**src/rtl/sdr_read_arbiter_if.sv**
```systemverilog
// rtl/sdr_read_arbiter_if.sv - requester and read-engine signal bundle for sdr_read_arbiter
interface sdr_read_arbiter_if #(
   parameter int NREQ    = 2,
   parameter int ADDR_W  = 32,
   parameter int NELEM_W = 30
);
   logic [NREQ-1:0]         req_valid;
   logic [NREQ*ADDR_W-1:0]  req_baseaddr;
   logic [NREQ*NELEM_W-1:0] req_nelems;
   logic [NREQ-1:0]         req_ack;
   logic [NREQ-1:0]         req_done;
   logic [NREQ-1:0]         req_err;
   logic                    sdr_readstart;
   logic [ADDR_W-1:0]       sdr_baseaddr;
   logic [NELEM_W-1:0]      sdr_nelems;
   logic                    sdr_readend;

   modport slave (
      input  req_valid, req_baseaddr, req_nelems, sdr_readend,
      output req_ack, req_done, req_err, sdr_readstart, sdr_baseaddr, sdr_nelems
   );

   modport master (
      output req_valid, req_baseaddr, req_nelems, sdr_readend,
      input  req_ack, req_done, req_err, sdr_readstart, sdr_baseaddr, sdr_nelems
   );
endinterface

```
**src/rtl/sdr_read_arbiter.sv**
```systemverilog
// rtl/sdr_read_arbiter.sv - round-robin arbiter sharing the avalon_sdr read engine among NREQ requesters
// Define SDR_ARB_TIMEOUT_EN to add the WAIT-state watchdog (req_err, timeout_flag).
module sdr_read_arbiter #(
   parameter int NREQ        = 2,
   parameter int ADDR_W      = 32,
   parameter int NELEM_W     = 30,
   parameter int TIMEOUT_CYC = 4096
) (
   input  logic                     clkin,
   input  logic                     sdr_reset,
   sdr_read_arbiter_if.slave        bus,
   output logic                     busy,
   output logic [$clog2(NREQ)-1:0]  owner,
   output logic                     timeout_flag
);
   localparam int PW = $clog2(NREQ);

   if (NREQ < 2 || NREQ > 8 || TIMEOUT_CYC < 1) begin : g_param_check
      $error("sdr_read_arbiter: unsupported NREQ or TIMEOUT_CYC");
   end

   typedef enum logic [1:0] {S_IDLE, S_START, S_WAIT, S_DONE} state_t;

   state_t             state, state_nx;
   logic [PW-1:0]      ptr, owner_q, pick, cand;
   logic               found;
   logic [ADDR_W-1:0]  addr_q;
   logic [NELEM_W-1:0] nelems_q;
   logic               first_wait;
   logic               expire;
   logic [NREQ-1:0]    owner_oh;

   always_comb begin
      found = 1'b0;
      pick  = '0;
      cand  = '0;
      for (int i = 0; i < NREQ; i++) begin
         cand = PW'((int'(ptr) + i) % NREQ);
         if (!found && bus.req_valid[cand]) begin
            found = 1'b1;
            pick  = cand;
         end
      end
   end

   // readend is still high from the previous transfer in the first WAIT cycle
   always_comb begin
      state_nx = state;
      case (state)
         S_IDLE:  if (found) state_nx = S_START;
         S_START: state_nx = (nelems_q != '0) ? S_WAIT : S_DONE;
         S_WAIT:  if (expire || (!first_wait && bus.sdr_readend)) state_nx = S_DONE;
         S_DONE:  state_nx = S_IDLE;
         default: state_nx = S_IDLE;
      endcase
   end

   always_ff @(posedge clkin or posedge sdr_reset) begin
      if (sdr_reset) begin
         state      <= S_IDLE;
         ptr        <= '0;
         owner_q    <= '0;
         addr_q     <= '0;
         nelems_q   <= '0;
         first_wait <= 1'b0;
      end else begin
         state      <= state_nx;
         first_wait <= (state == S_START);
         if (state == S_IDLE && found) begin
            owner_q  <= pick;
            addr_q   <= bus.req_baseaddr[pick*ADDR_W +: ADDR_W];
            nelems_q <= bus.req_nelems[pick*NELEM_W +: NELEM_W];
         end
         if (state == S_DONE)
            ptr <= PW'((int'(owner_q) + 1) % NREQ);
      end
   end

   assign owner_oh          = NREQ'(1) << owner_q;
   assign busy              = (state != S_IDLE);
   assign owner             = owner_q;
   assign bus.req_ack       = (state == S_START) ? owner_oh : '0;
   assign bus.req_done      = (state == S_DONE) ? owner_oh : '0;
   assign bus.sdr_readstart = (state == S_START) && (nelems_q != '0);
   assign bus.sdr_baseaddr  = addr_q;
   assign bus.sdr_nelems    = nelems_q;

`ifdef SDR_ARB_TIMEOUT_EN
   localparam int TW = $clog2(TIMEOUT_CYC) + 1;

   logic [TW-1:0] wd_cnt;
   logic          err_q;
   logic          to_flag;

   assign expire = (state == S_WAIT) && (wd_cnt == TW'(TIMEOUT_CYC - 1));

   always_ff @(posedge clkin or posedge sdr_reset) begin
      if (sdr_reset) begin
         wd_cnt  <= '0;
         err_q   <= 1'b0;
         to_flag <= 1'b0;
      end else begin
         if (state == S_START)
            wd_cnt <= '0;
         else if (state == S_WAIT)
            wd_cnt <= wd_cnt + 1'b1;
         err_q   <= expire;
         to_flag <= to_flag | expire;
      end
   end

   assign bus.req_err   = (state == S_DONE && err_q) ? owner_oh : '0;
   assign timeout_flag  = to_flag;
`else
   assign expire        = 1'b0;
   assign bus.req_err   = '0;
   assign timeout_flag  = 1'b0;
`endif
endmodule

```
**src/flat_wrapper.sv**
```systemverilog
// flat-port wrapper written by rule: the top's interface ports become plain ports
module sdr_read_arbiter_flat 
#(
   parameter int NREQ        = 2,
   parameter int ADDR_W      = 32,
   parameter int NELEM_W     = 30,
   parameter int TIMEOUT_CYC = 4096
)
  (clkin, sdr_reset, busy, owner, timeout_flag, bus_req_valid, bus_req_baseaddr, bus_req_nelems, bus_sdr_readend, bus_req_ack, bus_req_done, bus_req_err, bus_sdr_readstart, bus_sdr_baseaddr, bus_sdr_nelems);
  sdr_read_arbiter_if #(.NREQ(NREQ), .ADDR_W(ADDR_W), .NELEM_W(NELEM_W)) bus_i ();
  input  logic clkin;
  input  logic sdr_reset;
  output logic busy;
  output logic [$clog2(NREQ)-1:0] owner;
  output logic timeout_flag;
  input wire logic [$bits(bus_i.req_valid)-1:0] bus_req_valid;
  input wire logic [$bits(bus_i.req_baseaddr)-1:0] bus_req_baseaddr;
  input wire logic [$bits(bus_i.req_nelems)-1:0] bus_req_nelems;
  input wire logic [$bits(bus_i.sdr_readend)-1:0] bus_sdr_readend;
  output wire logic [$bits(bus_i.req_ack)-1:0] bus_req_ack;
  output wire logic [$bits(bus_i.req_done)-1:0] bus_req_done;
  output wire logic [$bits(bus_i.req_err)-1:0] bus_req_err;
  output wire logic [$bits(bus_i.sdr_readstart)-1:0] bus_sdr_readstart;
  output wire logic [$bits(bus_i.sdr_baseaddr)-1:0] bus_sdr_baseaddr;
  output wire logic [$bits(bus_i.sdr_nelems)-1:0] bus_sdr_nelems;
  assign bus_i.req_valid = bus_req_valid;
  assign bus_i.req_baseaddr = bus_req_baseaddr;
  assign bus_i.req_nelems = bus_req_nelems;
  assign bus_i.sdr_readend = bus_sdr_readend;
  assign bus_req_ack = bus_i.req_ack;
  assign bus_req_done = bus_i.req_done;
  assign bus_req_err = bus_i.req_err;
  assign bus_sdr_readstart = bus_i.sdr_readstart;
  assign bus_sdr_baseaddr = bus_i.sdr_baseaddr;
  assign bus_sdr_nelems = bus_i.sdr_nelems;
  sdr_read_arbiter #(.NREQ(NREQ), .ADDR_W(ADDR_W), .NELEM_W(NELEM_W), .TIMEOUT_CYC(TIMEOUT_CYC)) u_core (.clkin(clkin), .sdr_reset(sdr_reset), .bus(bus_i), .busy(busy), .owner(owner), .timeout_flag(timeout_flag));
endmodule
```
**config.mk**
```make
export PLATFORM = sky130hd
export DESIGN_NAME = sdr_read_arbiter_flat
export DESIGN_NICKNAME = d
export VERILOG_FILES = /design/src/rtl/sdr_read_arbiter_if.sv /design/src/rtl/sdr_read_arbiter.sv /design/src/flat_wrapper.sv
export SDC_FILE = /design/constraint.sdc
export NUM_CORES = 1
export LEC_CHECK = 0
export ABC_AREA = 1
export CAP_MARGIN = 5
export CORE_MARGIN = 1
export CORE_UTILIZATION = 40
export CTS_CLUSTER_DIAMETER = 200
export DETAILED_ROUTE_END_ITERATION = 8
export HOLD_SLACK_MARGIN = 0.05
export PLACE_DENSITY = 0.81
export SYNTH_ARGS = -nofsm -noshare
export SYNTH_HDL_FRONTEND = slang
export SYNTH_SLANG_ARGS = --single-unit
```
**constraint.sdc**
```tcl
create_clock -name clkin -period 3.2 [get_ports clkin]
set_clock_uncertainty 0.15 [all_clocks]
set_input_delay 0.64 -clock clkin [delete_from_list [all_inputs] [get_ports clkin]]
set_output_delay 0.64 -clock clkin [all_outputs]
set_load 0.005 [all_outputs]
```
==> reports/qor.json <==
{
  "global_route": {
    "grt_antenna_before_repair": 0,
    "grt_pass1_wl_um": 17500,
    "grt_pass1_vias": 3618,
    "overall_global_routing_resource_usage_pct": 22.3,
    "maximum_number_of_pins_on_one_net_before_global_route_repair": 87,
    "overflow": 0
  },
  "synth": {
    "synth_warnings": 0,
    "top_area_cells_in_the_synthesized_netlist": "sky130_fd_sc_hd__dfrtp_1 (44%), sky130_fd_sc_hd__a31oi_2 (20%), sky130_fd_sc_hd__nand3_1 (8.5%), sky130_fd_sc_hd__nand2_1 (8.2%), sky130_fd_sc_hd__nor2_1 (7.6%)",
    "synth_largest_type_area_fraction_pct": 44.1,
    "syn-mean-instance-area_um2": 8.77,
    "synthesis.area_um2": 3800,
    "yosysUniqueCellTypes": 20,
    "synth_seq_cells": 67,
    "yosysSeqAreaShare_pct": 44.1,
    "syn_inst": 434,
    "synth_top_cell_by_area": "sky130_fd_sc_hd__dfrtp_1"
  },
  "cts": {
    "cts_repair_resize_count": 0,
    "cts-root-to-sink-buffers": 2,
    "clkSinkCount": 67,
    "cts_tree": "yes",
    "clk-insertion-delay-late_ps": 330,
    "cts_made_buffers": 9,
    "cts_root_buffer": "sky130_fd_sc_hd__clkbuf_8",
    "clk_transition_reported_paths_ps": 70,
    "cts_post_setup_buffers_inserted": 0,
    "ctsHoldBuffers": 0,
    "htree_levels": 3
  },
  "sta": {
    "worstMarginPinSlew_ps": 625,
    "fin_crit_sh_pct": 81.8,
    "rsz0062_at_grt": "false",
    "final.setup.tns_ps": 0,
    "finalHoldWorstSlack_ps": 407,
    "finalSetupViolations": 0,
    "slew-limit-headroom_pct": 58.3,
    "final_period_minus_worst_setup_slack_ps": 2620,
    "timing_max_transition_violations_final": 0,
    "fmax_mhz": 382,
    "finalHoldViolations": 0
  },
  "worst_hold_path": {
    "whs_path_depth": 2,
    "min_from": "u_core.bus.sdr_baseaddr[9]$_DFFE_PP0P_",
    "worst_hold_path_type": "flop to flop",
    "whs_endpoint": "u_core.bus.sdr_baseaddr[9]$_DFFE_PP0P_"
  },
  "place": {
    "hpwlAfterDp_um": 7870,
    "place_congestion": 0.800,
    "place.port_buffers": 197
  },
  "outcome": {
    "run_status": "complete, no violations"
  },
  "pwr": {
    "power.leakage_nw": 2.45,
    "power.internal_mw": 3.08,
    "p_seq_share_pct": 32.7,
    "p_clk_share_pct": 13.3,
    "power.net_switching_mw": 1.79,
    "sw_frac_of_total_pct": 36.7,
    "power_density_nw_per_um2": 813,
    "power_frac_comb_pct": 54.0,
    "vdd.ir_drop.worst_v": 0.000414
  },
  "setup_path": {
    "critPathRequiredTime_ps": 2410,
    "worstSetupStartpointType": "flop",
    "critPathMaxStageDelay_ps": 450,
    "end_kind": "output port",
    "crit_slowest_cell": "sky130_fd_sc_hd__clkdlybuf4s50_1",
    "class_of_the_most_critical_setup_path": "flop to output port",
    "cp_cell_sequence": "inv_1 -> nand2_1 -> nor2_1 -> nand2_1 -> nor2_1 -> a21oi_1 -> clkdlybuf4s50_1",
    "reg2reg_to": "u_core.bus.sdr_baseaddr[8]$_DFFE_PP0P_",
    "reg2reg_path_depth": 7,
    "rr_startpoint": "u_core.state[1]$_DFFE_PP0P_",
    "critPathArrivalTime_ps": 1830,
    "path_max_fanout": 3,
    "r2r_setup_slack_ps": 1370
  },
  "detailed_routing": {
    "route.antenna.remaining_nets": 0,
    "avgViaCountPerCell": 4.96,
    "drc": 0,
    "dr.pass1.iters": 4,
    "post_drt_wl_per_cell_um": 14.3,
    "dr.first_iter.drc_count": 111,
    "routed_vias": 3722,
    "drt-total-wl_um": 10700
  },
  "floorplan": {
    "die_h_um": 99.5,
    "design.core.area_um2": 9240,
    "io-pin-count": 201,
    "die-width_um": 99.5,
    "fp.dieArea_um2": 9910,
    "starting_utilization_of_the_core_area_pct": 41.2,
    "placementRows": 35
  },
  "final_layout": {
    "area.growth.synth_to_final_pct": 57.6,
    "insertedDiodeCount": 0,
    "final_layout_size_suffix_gt1_share_pct": 14.3,
    "final_nets": 750
  },
  "job": {
    "drv_cap": 0
  }
}
cell type report:
type                       instances  area, um^2
fill                             793        3240
tap                              129         161
multi-input combinational        305        1820
inverter                          29         111
timing repair buffer             205        2050
sequential                        67        1680
clock inverter                     2        10.0
clock buffer                      13         169
worst max-delay path: cells and delay by family, from the launching register on:
| family | cells | cell delay (ps) |
|---|---|---|
| and+or+nand+nor | 4 | 490 |
| DFF | 1 | 400 |
| AOI/OAI and AO/OA | 1 | 110 |
| buffers and inverters | 2 | 510 |
kinds of logic after synthesis:
logic type | after synthesis | synth area share [%]
AND/OR/NAND/NOR | 229 | 25.1
AO/OA/AOI/OAI | 69 | 21.0
flip-flops | 67 | 44.1
other | 1 | 0.0986
adder cells (fa/ha/maj) | 4 | 1.32
buffers and inverters | 64 | 8.42
metal layers:
layer  track usage, %  wire [um]  vias up  part of all wire (%)
met4             8.14        142        0                   1.3
met1             26.3       4410     1742                    41
met3             4.50        729       14                   6.8
met2             40.0       5440      148                    51
li1                 -          -     1818                     -
met5                0          0        -                     0
cells in the final DEF, fill, tap and decap left out, drive strengths merged:
cell type,n
and2,2
a21oi,2
nor2,77
clkinv,2
clkdlybuf4s50,196
conb,3
buf,9
clkbuf,13
dfrtp,67
a31oi,62
ha,4
o21ai,5
nand2,85
nand3,65
inv,29
power by group through the flow:
stage,logic (mW),clock network (mW),registers [mW]
final,2.63,0.648,1.60
after global routing,2.90,0.702,1.66
after CTS,2.67,0.667,1.60
after detailed placement,2.66,0,1.61
after global placement,2.60,0,1.59
after floorplan,1.44,0,1.59
metrics by stage:
stage / total power [mW] / instances / setup slack [ps] / util, % / area [um^2]
2_1_floorplan: 3.03 / 436 / 727 / - / 3810
3_3_place_gp: 4.18 / 735 / 774 / 63.0 / 5820
3_5_place_dp: 4.27 / 735 / 731 / 63.0 / 5820
4_1_cts: 4.93 / 750 / 569 / 64.9 / 6000
5_1_grt: 5.26 / 750 / 532 / 64.9 / 6000
6_report: 4.87 / 750 / 583 / 64.9 / 6000
worst max path at each step:
stage,start,endpoint,slack [ps]
floorplan,sdr_reset,u_core.bus.sdr_baseaddr[0]$_DFFE_PP0P_,730
global placement,bus_req_valid[0],u_core.bus.sdr_nelems[1]$_DFFE_PP0P_,770
detailed placement,bus_req_valid[0],u_core.bus.sdr_baseaddr[30]$_DFFE_PP0P_,730
CTS,u_core.bus.sdr_nelems[24]$_DFFE_PP0P_,bus_sdr_readstart,570
global route,u_core.state[1]$_DFFE_PP0P_,bus_sdr_readstart,530
finish,u_core.bus.sdr_nelems[24]$_DFFE_PP0P_,bus_sdr_readstart,580
synthesized netlist by cell type, drive strengths merged:
master,count
buf,22
o21ai,5
conb,1
ha,4
and2,2
a21oi,2
dfrtp,67
nand2,85
inv,29
clkbuf,13
a31oi,62
nand3,65
nor2,77
sequential cells by signal (all words and copies together) (netlist names):
name,count
u_core.bus.sdr_baseaddr,32
u_core.bus.sdr_nelems,30
u_core.first_wait,1
u_core.owner,1
u_core.ptr,1
u_core.state,2
Note: power is estimated with default switching activity, not from simulation.
